`config.mk`:
```
export PLATFORM = sky130hd
export DESIGN_NAME = memory_arbiter
export DESIGN_NICKNAME = d
export VERILOG_FILES = /design/src/rtl/memory_arbiter.sv
export SDC_FILE = /design/constraint.sdc
export NUM_CORES = 1
export LEC_CHECK = 0
export CORE_AREA = 3 3 103 105
export CTS_BUF_LIST = sky130_fd_sc_hd__clkbuf_4
export DETAILED_ROUTE_END_ITERATION = 6
export DIE_AREA = 0 0 106 108
export DONT_BUFFER_PORTS = 1
export PLACE_DENSITY_LB_ADDON = 0.08
export REMOVE_ABC_BUFFERS = 1
export SYNTH_ARGS = -nofsm -noshare
export SYNTH_HDL_FRONTEND = slang
export SYNTH_SLANG_ARGS = --single-unit
```
`constraint.sdc`:
```
create_clock -name CLK -period 4 [get_ports CLK]
set_clock_uncertainty 0.2 [all_clocks]
set_input_delay 0.8 -clock CLK [delete_from_list [all_inputs] [get_ports CLK]]
set_output_delay 0.8 -clock CLK [all_outputs]
set_load 0.05 [all_outputs]
```
`src/rtl/memory_arbiter.sv`:
```
// -----------------------------------------------------------------------------
// cpu_types_pkg : RAM status encoding shared by the arbiter and its users.
//
// memory_arbiter : arbitrates one RAM port between an instruction requester
// and a data requester.
//   - Grants go through a three-state FSM (IDLE / IGRANT / DGRANT).
//   - A mandatory IDLE bubble separates consecutive grants.
//   - Data normally wins a tie. A streak counter counts data grants issued
//     while an instruction request waits. Once it reaches STARVE_MAX, the
//     next tie goes to the instruction side.
//
// Ports
//   CLK, RST             clock; synchronous active-high reset
//   iREN, iaddr          instruction read request / address
//   iload, iwait         instruction read data / stall (1 = not complete)
//   dREN, dWEN           data read / write request (both high = write)
//   daddr, dstore        data address / write data
//   dload, dwait         data read data / stall (1 = not complete)
//   ramREN, ramWEN       RAM read / write enable
//   ramaddr, ramstore    RAM address / write data
//   ramload, ramstate    RAM read data / status (FREE, BUSY, ACCESS, ERROR)
//   err                  one-cycle pulse when the RAM reports ERROR on a grant
// -----------------------------------------------------------------------------
package cpu_types_pkg;
  typedef enum logic [1:0] {
    FREE   = 2'b00,
    BUSY   = 2'b01,
    ACCESS = 2'b10,
    ERROR  = 2'b11
  } ramstate_t;
endpackage

module memory_arbiter #(
  parameter int DATA_W     = 32,
  parameter int STARVE_MAX = 4
) (
  input  logic              CLK,
  input  logic              RST,
  input  logic              iREN,
  input  logic [DATA_W-1:0] iaddr,
  output logic [DATA_W-1:0] iload,
  output logic              iwait,
  input  logic              dREN,
  input  logic              dWEN,
  input  logic [DATA_W-1:0] daddr,
  input  logic [DATA_W-1:0] dstore,
  output logic [DATA_W-1:0] dload,
  output logic              dwait,
  output logic              ramREN,
  output logic              ramWEN,
  output logic [DATA_W-1:0] ramaddr,
  output logic [DATA_W-1:0] ramstore,
  input  logic [DATA_W-1:0] ramload,
  input  logic [1:0]        ramstate,
  output logic              err
);
  import cpu_types_pkg::*;

  localparam logic [2:0] STARVE_LIM = 3'(STARVE_MAX);

  typedef enum logic [1:0] {
    IDLE   = 2'b00,
    IGRANT = 2'b01,
    DGRANT = 2'b10
  } state_t;

  state_t     state, state_nxt;
  logic [2:0] streak, streak_nxt;
  logic       dreq;
  logic       starved;
  logic       ram_done;

  // Saturating increment of the starvation streak.
  function automatic logic [2:0] sat_inc(input logic [2:0] s);
    if (s >= STARVE_LIM) return STARVE_LIM;
    else                 return s + 3'd1;
  endfunction

  assign dreq     = dREN | dWEN;
  assign starved  = iREN && (streak == STARVE_LIM);
  // ACCESS completes a transfer; ERROR aborts it. Either way the grant ends.
  assign ram_done = (ramstate == ACCESS) || (ramstate == ERROR);

  // Read data is routed to both requesters unconditionally. The wait flags
  // tell each requester when the data is valid for it.
  assign iload = ramload;
  assign dload = ramload;

  // State / streak register
  always_ff @(posedge CLK) begin
    if (RST) begin
      state  <= IDLE;
      streak <= 3'd0;
    end else begin
      state  <= state_nxt;
      streak <= streak_nxt;
    end
  end

  // Next-state and streak update
  always_comb begin
    state_nxt  = state;
    streak_nxt = streak;
    case (state)
      IDLE: begin
        if (dreq && !starved) begin
          state_nxt  = DGRANT;
          streak_nxt = iREN ? sat_inc(streak) : 3'd0;
        end else if (iREN) begin
          state_nxt  = IGRANT;
          streak_nxt = 3'd0;
        end
      end
      IGRANT: begin
        // A withdrawn request frees the RAM without flagging an error.
        if (!iREN || ram_done) state_nxt = IDLE;
      end
      DGRANT: begin
        if (!dreq || ram_done) state_nxt = IDLE;
      end
      default: state_nxt = IDLE;
    endcase
  end

  // RAM-side and requester-side outputs. While RST is high, all outputs
  // are held at their idle values, even before the reset edge arrives.
  always_comb begin
    ramREN   = 1'b0;
    ramWEN   = 1'b0;
    ramaddr  = '0;
    ramstore = '0;
    iwait    = 1'b1;
    dwait    = 1'b1;
    err      = 1'b0;
    if (!RST) begin
      case (state)
        IGRANT: begin
          ramREN  = 1'b1;
          ramaddr = iaddr;
          iwait   = (ramstate != ACCESS);
          err     = iREN && (ramstate == ERROR);
        end
        DGRANT: begin
          // A simultaneous read and write is treated as a write.
          ramWEN   = dWEN;
          ramREN   = dREN & ~dWEN;
          ramaddr  = daddr;
          ramstore = dstore;
          dwait    = (ramstate != ACCESS);
          err      = dreq && (ramstate == ERROR);
        end
        default: ;
      endcase
    end
  end

endmodule

```
==> flow_metrics.py <==
metrics = {
    "setup_path": {
        "critPathTopFamily": "simple AND/OR/NAND/NOR gates",
        "endpoint_kind": "output port",
        "critPathMaxStageDelay_ns": 0.75,
        "start_kind": "input pin",
        "cpMaxStageDelayCell": "and2b_1",
        "cp_cell_sequence": "and2b_1, and2_1",
        "cp.required_ns": 3.00,
        "r2r_slack_ns": 2.13,
        "path_buf_inv": 0,
        "crit_fanout": 34,
        "r2r_cells": 6,
        "arrival_ns": 2.11,
        "timing.rr.start": "state[0]$_SDFFE_PP0P_",
        "critPathKind": "input pin to output port",
        "worstReg2RegEnd": "state[0]$_SDFFE_PP0P_",
    },
    "placement": {
        "dp_hpwl_um": 8300,
        "place.port_buffers": 0,
        "gp_congestion": 0.728,
        "place_area_um2": 1640,
        "dpl.cell_count": 347,
    },
    "timing": {
        "hold_viol_final": 0,
        "setup_violations": 0,
        "whs_ns": 0.270,
        "min_period_ns": 3.11,
        "setup_tns_ns": 0,
        "max_freq_ghz": 0.322,
        "slew_violations": 0,
        "slew_headroom": 0.418,
        "fin_crit_sh": 0.777,
        "tightestPinTransition_ns": 0.872,
        "rsz0062_at_grt": "false",
    },
    "logic_synthesis": {
        "yosysWarnings": 0,
        "synth-seq-cells": 5,
        "synth_area_leader_cell": "buf_4",
        "netlist_instances": 226,
        "syn-cell-area_um2": 1510,
        "ys_types": 33,
        "ys_top_cells_by_area": "buf_4 32%, a22oi_1 16%, and2_1 14%, nor2_1 8.7%, dfxtp_1 6.6%",
        "yosysSeqAreaShare": 0.0662,
        "synth_top_area_share": 0.318,
        "synth.avg_cell_area_um2": 6.69,
    },
    "global_routing": {
        "grt_max_degree": 37,
        "grt_usage": 0.148,
        "grt-ovfl-total": 0,
        "grt_first_pass_wirelength_um": 11900,
        "grt_antenna_before_repair": 1,
        "grt_pass1_vias": 1469,
    },
    "floorplan": {
        "coreArea_um2": 9730,
        "die_area_um2": 11400,
        "chipWidth_um": 106,
        "io_pins": 268,
        "die_h_um": 108,
        "row_count": 36,
        "start_util": 0.155,
    },
    "cells_and_area": {
        "area_delta_synth_final_pct": 10.5,
        "multiInputGateArea_um2": 853,
        "stdcell_count": 351,
        "diodes": 0,
        "seqCellArea_um2": 100,
        "final_nets": 359,
        "drive_gt1_frac": 0.335,
        "fillerInstances": 1148,
        "design_area_um2": 1670,
    },
    "clock_network": {
        "clk_latency_ns": 0.25,
        "post_cts_resized": 0,
        "cts_hold_buf": 0,
        "tritoncts": "yes",
        "post_cts_buffers": 0,
        "h-tree-depth": 1,
        "cts_sinks": 5,
        "cts.clk_slew.worst_paths_ns": 0.04,
        "clock_path_buffers": 2,
        "cts_inserted_buffers": 3,
        "cts_root_buffer": "clkbuf_4",
    },
    "detailed_routing": {
        "drcViolationCount": 0,
        "antenna_left": 0,
        "dr.pass1.iters": 4,
        "drt_wl_total_um": 9570,
        "vias": 1601,
        "routedWlPerCell_um": 27.3,
        "drt_iter0_markers": 126,
        "viasPerCell": 4.56,
    },
    "worst_hold_path": {
        "min_from": "streak[1]$_SDFFE_PP0P_",
        "hold_end": "streak[1]$_SDFFE_PP0P_",
        "hp-class": "flip-flop to flip-flop",
        "whs_path_depth": 2,
    },
    "power_and_ir_drop": {
        "leakage_nw": 0.695,
        "vdd_drop_max_uv": 83.0,
        "p_per_area_nw_per_um2": 268,
        "p_total_w": 0.000448,
    },
    "run": {
        "cap_violations": 0,
    },
    "status": {
        "outcome": "finished clean",
    },
}
stage by stage:
step | worst slack [ns] | util
floorplan | -0.910 | -
global placement | 0.855 | 0.169
detailed placement | 0.841 | 0.169
CTS | 0.841 | 0.172
global route | 0.729 | 0.172
finish | 0.891 | 0.172
state kept, by name (all words and copies together) (netlist names):
name,cells
streak,3
state,2
logic make-up after synthesis:
kind of cell    share of synthesized area
buf+inv                             0.374
simple gates                        0.285
compound gates                      0.234
fa+ha+maj                          0.0414
flops                              0.0662
tightest hold or removal path, stage by stage, from the launching register on:
cell	delay, ns
dfxtp_1	0.31
nand2_1	0.06
a21oi_1	0.06
metal layers:
metal / vias to the layer above / global-route usage / wire [um]
met5: - / 0.0491 / 36
met2: 190 / 0.217 / 4190
met1: 725 / 0.165 / 3640
met4: 2 / 0.00555 / 1
li1: 682 / - / -
met3: 2 / 0.135 / 1700
worst max-delay path by stage:
stage               cells past startpoint            to                  start
finish                                  2  ramstore[24]                    RST
global route                            4   ramstore[0]  state[0]$_SDFFE_PP0P_
CTS                                     2  ramstore[19]                    RST
detailed placement                      2  ramstore[19]                    RST
global placement                        2   ramstore[0]                    RST
floorplan                               3           err                    RST
cells in the final DEF (no fill, tap or decap), drive strengths merged, types with 2 or more instances in the layout:
cell type,netlist,routed
buf,70,66
nor2,35,35
and2,33,33
a22oi,32,32
inv,7,7
nand2,5,5
ha,5,5
dfxtp,5,5
clkbuf,8,4
nor2b,2,2
o21a,2,2
a21oi,2,2
a32o,2,2
o21ai,2,2
power by group:
group	total (W)	internal [W]	switching [W]
clock	0.0000678	0.0000446	0.0000232
combinational	0.000322	0.0000935	0.000228
sequential	0.0000578	0.0000541	0.00000371
total	0.000448	0.000192	0.000255
cell usage after synthesis, drive strengths merged:
library cell   n
a2111oi        1
a21oi          2
a221oi         1
a22oi         32
a31oi          1
a32o           2
and2          33
and2b          1
and3           1
buf           70
clkbuf         8
dfxtp          5
ha             5
inv            7
nand2          5
nand2b         1
nand3          1
nand3b         1
nand4b         1
nor2          35
nor2b          2
nor3           1
nor4           1
o211ai         1
o21a           2
o21ai          2
o21bai         1
o221ai         1
o31ai          1
or4            1
final cells by class:
class,count,share of cell area
inverters,7,0.0157
multi-input cells,136,0.510
clock buffers,4,0.0180
repair buffers,66,0.296
well taps,133,0.0996
flip-flops and latches,5,0.0599
Note: power is estimated with default switching activity, not from simulation.
